`src/rtl/scariv_ras_stack_if.sv`:
```
`default_nettype none
// ============================================================================
//  Module      : scariv_ras_stack_if
//  Description : Push/pop/flush request and prediction bundle for the
//                speculative return-address stack.
//  Revision    : 1.0  initial release
// ============================================================================
interface scariv_ras_stack_if #(
  parameter int ENTRY_SIZE = 32,
  parameter int VADDR_W    = 39
);
  localparam int PTR_W = $clog2(ENTRY_SIZE);
  localparam int CNT_W = PTR_W + 1;

  logic               i_push_valid;
  logic [VADDR_W-1:0] i_push_addr;
  logic               i_pop_valid;
  logic               i_flush_valid;
  logic [PTR_W-1:0]   i_flush_tos;
  logic [CNT_W-1:0]   i_flush_count;
  logic [PTR_W-1:0]   o_tos;
  logic [CNT_W-1:0]   o_count;
  logic               o_pred_valid;
  logic [VADDR_W-1:0] o_pred_addr;

  // Fetch-side predictor drives requests and samples the prediction
  modport master (
    output i_push_valid, i_push_addr, i_pop_valid,
    output i_flush_valid, i_flush_tos, i_flush_count,
    input  o_tos, o_count, o_pred_valid, o_pred_addr
  );

  // The stack itself
  modport slave (
    input  i_push_valid, i_push_addr, i_pop_valid,
    input  i_flush_valid, i_flush_tos, i_flush_count,
    output o_tos, o_count, o_pred_valid, o_pred_addr
  );
endinterface
`default_nettype wire

```
`src/rtl/scariv_ras_stack.sv`:
```
`default_nettype none
// ============================================================================
//  Module      : scariv_ras_stack
//  Description : Speculative circular return-address stack. Calls push, returns
//                pop a registered prediction one cycle later, mispredict flush
//                restores a checkpointed (tos, count) pair.
//  Revision    : 1.0  initial release
// ============================================================================
module scariv_ras_stack #(
  parameter int ENTRY_SIZE = 32,
  parameter int VADDR_W    = 39
) (
  input  wire                  i_clk,
  input  wire                  i_reset,
  scariv_ras_stack_if.slave    ras_if
);
  localparam int PTR_W = $clog2(ENTRY_SIZE);
  localparam int CNT_W = PTR_W + 1;
  localparam logic [CNT_W-1:0] C_FULL_CNT = CNT_W'(ENTRY_SIZE);

  logic [VADDR_W-1:0] entry_q [ENTRY_SIZE];
  logic [VADDR_W-1:0] entry_d [ENTRY_SIZE];
  logic [PTR_W-1:0]   tos_q, tos_d;
  logic [CNT_W-1:0]   count_q, count_d;
  logic               pred_valid_q, pred_valid_d;
  logic [VADDR_W-1:0] pred_addr_q, pred_addr_d;

  logic [PTR_W-1:0]   top_idx;
  logic               is_empty;
  logic               is_full;

  // Pointer arithmetic wraps naturally because ENTRY_SIZE is a power of two
  assign top_idx  = tos_q - PTR_W'(1);
  assign is_empty = (count_q == '0);
  assign is_full  = (count_q == C_FULL_CNT);

  // Next-state: flush wins, then the push/pop combination
  always_comb begin
    entry_d      = entry_q;
    tos_d        = tos_q;
    count_d      = count_q;
    pred_valid_d = 1'b0;
    pred_addr_d  = '0;
    if (ras_if.i_flush_valid) begin
      // Overwritten entries are not recovered; only the pointers are restored
      tos_d   = ras_if.i_flush_tos;
      count_d = ras_if.i_flush_count;
    end else if (ras_if.i_push_valid && ras_if.i_pop_valid && !is_empty) begin
      // Return-and-call: predict old top, then replace it in place
      pred_valid_d     = 1'b1;
      pred_addr_d      = entry_q[top_idx];
      entry_d[top_idx] = ras_if.i_push_addr;
    end else if (ras_if.i_push_valid) begin
      // When full the slot at tos holds the oldest entry and is overwritten
      entry_d[tos_q] = ras_if.i_push_addr;
      tos_d          = tos_q + PTR_W'(1);
      if (!is_full) begin
        count_d = count_q + CNT_W'(1);
      end
    end else if (ras_if.i_pop_valid && !is_empty) begin
      pred_valid_d = 1'b1;
      pred_addr_d  = entry_q[top_idx];
      tos_d        = top_idx;
      count_d      = count_q - CNT_W'(1);
    end
  end

  // State registers; reset clears storage and drops any in-flight prediction
  always_ff @(posedge i_clk or posedge i_reset) begin
    if (i_reset) begin
      for (int i = 0; i < ENTRY_SIZE; i++) begin
        entry_q[i] <= '0;
      end
      tos_q        <= '0;
      count_q      <= '0;
      pred_valid_q <= 1'b0;
      pred_addr_q  <= '0;
    end else begin
      for (int i = 0; i < ENTRY_SIZE; i++) begin
        entry_q[i] <= entry_d[i];
      end
      tos_q        <= tos_d;
      count_q      <= count_d;
      pred_valid_q <= pred_valid_d;
      pred_addr_q  <= pred_addr_d;
    end
  end

  assign ras_if.o_tos        = tos_q;
  assign ras_if.o_count      = count_q;
  assign ras_if.o_pred_valid = pred_valid_q;
  assign ras_if.o_pred_addr  = pred_addr_q;

`ifndef SYNTHESIS
  // Occupancy can never exceed the storage depth
  a_count_bound : assert property (@(posedge i_clk) disable iff (i_reset)
    count_q <= C_FULL_CNT);

  // A checkpoint larger than the stack cannot have been produced by this block
  a_flush_count_legal : assert property (@(posedge i_clk) disable iff (i_reset)
    ras_if.i_flush_valid |-> (ras_if.i_flush_count <= C_FULL_CNT));
`endif

endmodule
`default_nettype wire

```
`src/flat_wrapper.sv`:
```
// flat-port wrapper written by rule: the top's interface ports become plain ports
module scariv_ras_stack_flat 
#(
  parameter int ENTRY_SIZE = 32,
  parameter int VADDR_W    = 39
)
  (i_clk, i_reset, ras_if_i_push_valid, ras_if_i_push_addr, ras_if_i_pop_valid, ras_if_i_flush_valid, ras_if_i_flush_tos, ras_if_i_flush_count, ras_if_o_tos, ras_if_o_count, ras_if_o_pred_valid, ras_if_o_pred_addr);
  scariv_ras_stack_if #(.ENTRY_SIZE(ENTRY_SIZE), .VADDR_W(VADDR_W)) ras_if_i ();
  input  wire i_clk;
  input  wire i_reset;
  input wire logic [$bits(ras_if_i.i_push_valid)-1:0] ras_if_i_push_valid;
  input wire logic [$bits(ras_if_i.i_push_addr)-1:0] ras_if_i_push_addr;
  input wire logic [$bits(ras_if_i.i_pop_valid)-1:0] ras_if_i_pop_valid;
  input wire logic [$bits(ras_if_i.i_flush_valid)-1:0] ras_if_i_flush_valid;
  input wire logic [$bits(ras_if_i.i_flush_tos)-1:0] ras_if_i_flush_tos;
  input wire logic [$bits(ras_if_i.i_flush_count)-1:0] ras_if_i_flush_count;
  output wire logic [$bits(ras_if_i.o_tos)-1:0] ras_if_o_tos;
  output wire logic [$bits(ras_if_i.o_count)-1:0] ras_if_o_count;
  output wire logic [$bits(ras_if_i.o_pred_valid)-1:0] ras_if_o_pred_valid;
  output wire logic [$bits(ras_if_i.o_pred_addr)-1:0] ras_if_o_pred_addr;
  assign ras_if_i.i_push_valid = ras_if_i_push_valid;
  assign ras_if_i.i_push_addr = ras_if_i_push_addr;
  assign ras_if_i.i_pop_valid = ras_if_i_pop_valid;
  assign ras_if_i.i_flush_valid = ras_if_i_flush_valid;
  assign ras_if_i.i_flush_tos = ras_if_i_flush_tos;
  assign ras_if_i.i_flush_count = ras_if_i_flush_count;
  assign ras_if_o_tos = ras_if_i.o_tos;
  assign ras_if_o_count = ras_if_i.o_count;
  assign ras_if_o_pred_valid = ras_if_i.o_pred_valid;
  assign ras_if_o_pred_addr = ras_if_i.o_pred_addr;
  scariv_ras_stack #(.ENTRY_SIZE(ENTRY_SIZE), .VADDR_W(VADDR_W)) u_core (.i_clk(i_clk), .i_reset(i_reset), .ras_if(ras_if_i));
endmodule
```
`config.mk`:
```
export PLATFORM = sky130hd
export DESIGN_NAME = scariv_ras_stack_flat
export DESIGN_NICKNAME = d
export VERILOG_FILES = /design/src/rtl/scariv_ras_stack_if.sv /design/src/rtl/scariv_ras_stack.sv /design/src/flat_wrapper.sv
export SDC_FILE = /design/constraint.sdc
export NUM_CORES = 2
export LEC_CHECK = 0
export ABC_AREA = 1
export CORE_UTILIZATION = 65
export CTS_BUF_LIST = sky130_fd_sc_hd__clkbuf_8
export CTS_CLUSTER_DIAMETER = 80
export DETAILED_ROUTE_END_ITERATION = 10
export GPL_TIMING_DRIVEN = 0
export HOLD_SLACK_MARGIN = 0.02
export PLACE_DENSITY = 0.94
export SETUP_SLACK_MARGIN = 0.1
export SYNTH_ARGS = -nofsm -noshare
export SYNTH_HDL_FRONTEND = slang
export SYNTH_SLANG_ARGS = --single-unit
```
`constraint.sdc`:
```
create_clock -name i_clk -period 63.5 [get_ports i_clk]
set_input_delay 12.7 -clock i_clk [delete_from_list [all_inputs] [get_ports i_clk]]
set_output_delay 12.7 -clock i_clk [all_outputs]
set_load 0.02 [all_outputs]
```
==> flow_summary.json <==
{
  "status": "complete, but fails checks",
  "violations": "DRC, capacitance limit, slew limit",
  "vias_per_cell": 6.67,
  "cts_hold_buf": 0,
  "cts.clk_slew.worst_paths_ns": 0.06,
  "p_int_mw": 1.79,
  "cts_buffers": 204,
  "synthCells": 7111,
  "place_congestion": 1.10,
  "endpoint_kind": "output pin",
  "hold_path_class": "reg -> reg",
  "cp_cell_sequence": "clkdlybuf4s50_1",
  "arrival_ns": 2.20,
  "fin_skew_ns": 0.0451,
  "initial_utilization": 0.656,
  "grt_first_pass_wirelength_mm": 350,
  "drive_gt1_frac": 0.0769,
  "synth_area_um2": 58900,
  "comb_power_share": 0.349,
  "grt_util_met1": 0.632,
  "die_area_um2": 91900,
  "setup_tns_ns": 0,
  "place_inst": 8401,
  "cp_top_family": "buffers and inverters",
  "grt_start_max_net_pins": 138,
  "ys_warn_count": 0,
  "ant_nets": 0,
  "clkSinkCount": 1299,
  "cp_max_fo": 8,
  "cts_tree": "yes",
  "p_leak_nw": 31.1,
  "htree_levels": 4,
  "clk_root_buffer_cell": "clkbuf_8",
  "avgSynthCellArea_um2": 8.29,
  "path_class": "reg -> out",
  "slew_violations": 44,
  "power.density_nw_per_um2": 46.1,
  "final_nets": 7497,
  "dpl.hpwl_mm": 177,
  "postCtsSetupBuffers": 0,
  "die_h_um": 303,
  "rows": 110,
  "cts_max_path_buffers": 3,
  "area_growth_pct": 12.0,
  "clk_latency_ns": 0.94,
  "maxSlewHeadroom": -0.0958,
  "p_sw_mw": 1.25,
  "wire_per_inst_um": 27.9,
  "rsz0062_at_grt": "no",
  "ys_types": 38,
  "antenna_found_initial": 30,
  "drt-total-wl_mm": 246,
  "drt_pass1_iterations": 11,
  "tightest_slew_ns": 1.64,
  "hold_viol_final": 0,
  "cp-start-kind": "flop",
  "min_period_ns": 14.90,
  "via_count": 58700,
  "period_share": 0.235,
  "worstPathRequired_ns": 50.80,
  "met3_usage": 0.288,
  "switching_share": 0.412,
  "ir_worst_vdd_mv": 0.0243,
  "stdcell_count": 8800,
  "core-area_um2": 89900,
  "grt_usage": 0.532,
  "grt_overflow": 0,
  "cts_resized": 0,
  "grt_pass1_vias": 55100,
  "drt-initial-drc-count": 10700,
  "grtUsageMet2": 0.726,
  "drcViolationCount": 1,
  "io-pin-count": 106,
  "seqPwrFrac": 0.408,
  "setup_viol": 0,
  "max_cap_violations": 5,
  "busiest_layer": "met2",
  "synth_fp_nets": 7176,
  "cp_slowest_cell": "clkdlybuf4s50_1",
  "n_fill_cell": 6669,
  "clkPwrFrac": 0.243,
  "ys_ff_latch": 1299,
  "path_buf_inv": 1,
  "fmax_mhz": 67.1,
  "fp.dieW_um": 303,
  "max_stage_delay_ns": 0.69,
  "ys_seq_area_frac": 0.552,
  "port-buffer-count": 104
}
-- per-stage QoR --
stage	hold WS [ns]	total power, mW	setup WS (ns)	utilization	area (um^2)
after global placement	0.461	2.18	1.01	0.684	61500
after global routing	0.495	3.14	48.62	0.734	66000
after floorplan	0.448	1.83	14.19	-	58900
final	0.485	3.04	48.60	0.735	66000
after CTS	0.483	2.94	48.62	0.734	65900
after detailed placement	0.468	2.21	48.03	0.687	61700
-- Yosys cell counts --
library cell  number  area [um^2]
nand2_1         2265         8500
dfrtp_1         1299        32500
o21ai_0         1299         6500
a21oi_1          592         2960
nor2_1           430         1610
clkbuf_1         393         1480
nand3_1          164          821
buf_2            107          536
a22o_1            75          657
buf_6             70          788
inv_1             59          221
nand4_1           55          344
o21ai_1           54          270
a22oi_1           47          353
buf_4             45          338
o22ai_1           37          231
buf_1             28          105
or2_0             23          144
or2_2             16          100
nand2_2           10         62.6
ha_1               9          113
nand3_2            7         70.1
inv_2              6         22.5
o211ai_1           3         22.5
nor2_4             2         22.5
nor3_2             2         20.0
xnor2_1            2         17.5
xor2_1             2         17.5
a21o_1             1         7.51
clkinv_1           1         3.75
clkinv_2           1         5.00
fa_1               1         20.0
nand2_4            1         11.3
nand3b_1           1         7.51
nor2_2             1         6.26
nor3_1             1         5.00
o221ai_1           1         8.76
xnor2_4            1         27.5
-- power by group through the flow --
stage	Sequential, mW	Clock, mW	Combinational, mW
global route	1.26	0.763	1.11
finish	1.24	0.739	1.06
floorplan	1.22	0	0.606
global placement	1.24	0	0.943
CTS	1.23	0.725	0.988
detailed placement	1.24	0	0.978
-- metal layers --
metal | wire length (um) | share of wire | vias to the layer above
met1 | 81300 | 0.33 | 27700
met3 | 43600 | 0.18 | 1430
met4 | 21300 | 0.087 | 12
li1 | - | - | 24200
met2 | 99100 | 0.40 | 5378
met5 | 250 | 0.0010 | -
-- state kept, by name (all words and copies together) (netlist names) --
name,count
u_core.ras_if.o_count,6
u_core.ras_if.o_tos,5
u_core.entry_q,1248
u_core.ras_if.o_pred_valid,1
u_core.ras_if.o_pred_addr,39
-- layout by cell type (no fill, tap or decap), drive strengths merged, types with 30 or more instances in the layout --
cell type	count
nand2	2276
nand3	171
a22o	75
nand4	55
o21ai	1353
clkbuf	650
clkinv	30
a21oi	592
a22oi	47
o22ai	37
dfrtp	1299
nor2	433
inv	137
clkdlybuf4s50	104
or2	39
buf	261
-- cells by family after synthesis --
family                     after synthesis  share of synthesized area
AOI/OAI and AO/OA                     2109                      0.187
adders and majority gates               10                    0.00225
xor gates and xnor gates                 5                    0.00106
and+or+nand+nor                       2978                      0.199
DFF                                   1299                      0.552
buffers and inverters                  710                     0.0593
-- path summary, 6_finish.rpt --
| check | startpoint | endpoint | cells past startpoint | slack (ns) |
|---|---|---|---|---|
| setup / recovery | u_core.ras_if.o_tos[3] | ras_if_o_tos[3] | 1 | 48.60 |
| hold / removal | u_core.entry_q[881] | u_core.entry_q[881] | 2 | 0.48 |
| setup reg to reg | u_core.ras_if.o_tos[0] | u_core.ras_if.o_pred_addr[4] | 17 | 57.12 |
| hold reg to reg | u_core.entry_q[881] | u_core.entry_q[881] | 2 | 0.48 |
| max in group asynchronous | i_reset | u_core.entry_q[991] | 5 | 49.04 |
| min in group asynchronous | i_reset | u_core.entry_q[579] | 2 | 12.29 |
-- cell type report --
| class | instances | area (um^2) | share of cell area |
|---|---|---|---|
| Buffer | 643 | 3240 | 0.0491 |
| Clock inverter | 113 | 657 | 0.00995 |
| Sequential cell | 1299 | 32500 | 0.492 |
| Antenna cell | 28 | 70.1 | 0.00106 |
| Tap cell | 1176 | 1470 | 0.0223 |
| Multi-Input combinational cell | 5102 | 22900 | 0.347 |
| Inverter | 67 | 260 | 0.00394 |
| Timing Repair Buffer | 115 | 1330 | 0.0202 |
| Clock buffer | 257 | 3540 | 0.0536 |
Note: power is estimated with default switching activity, not from simulation.
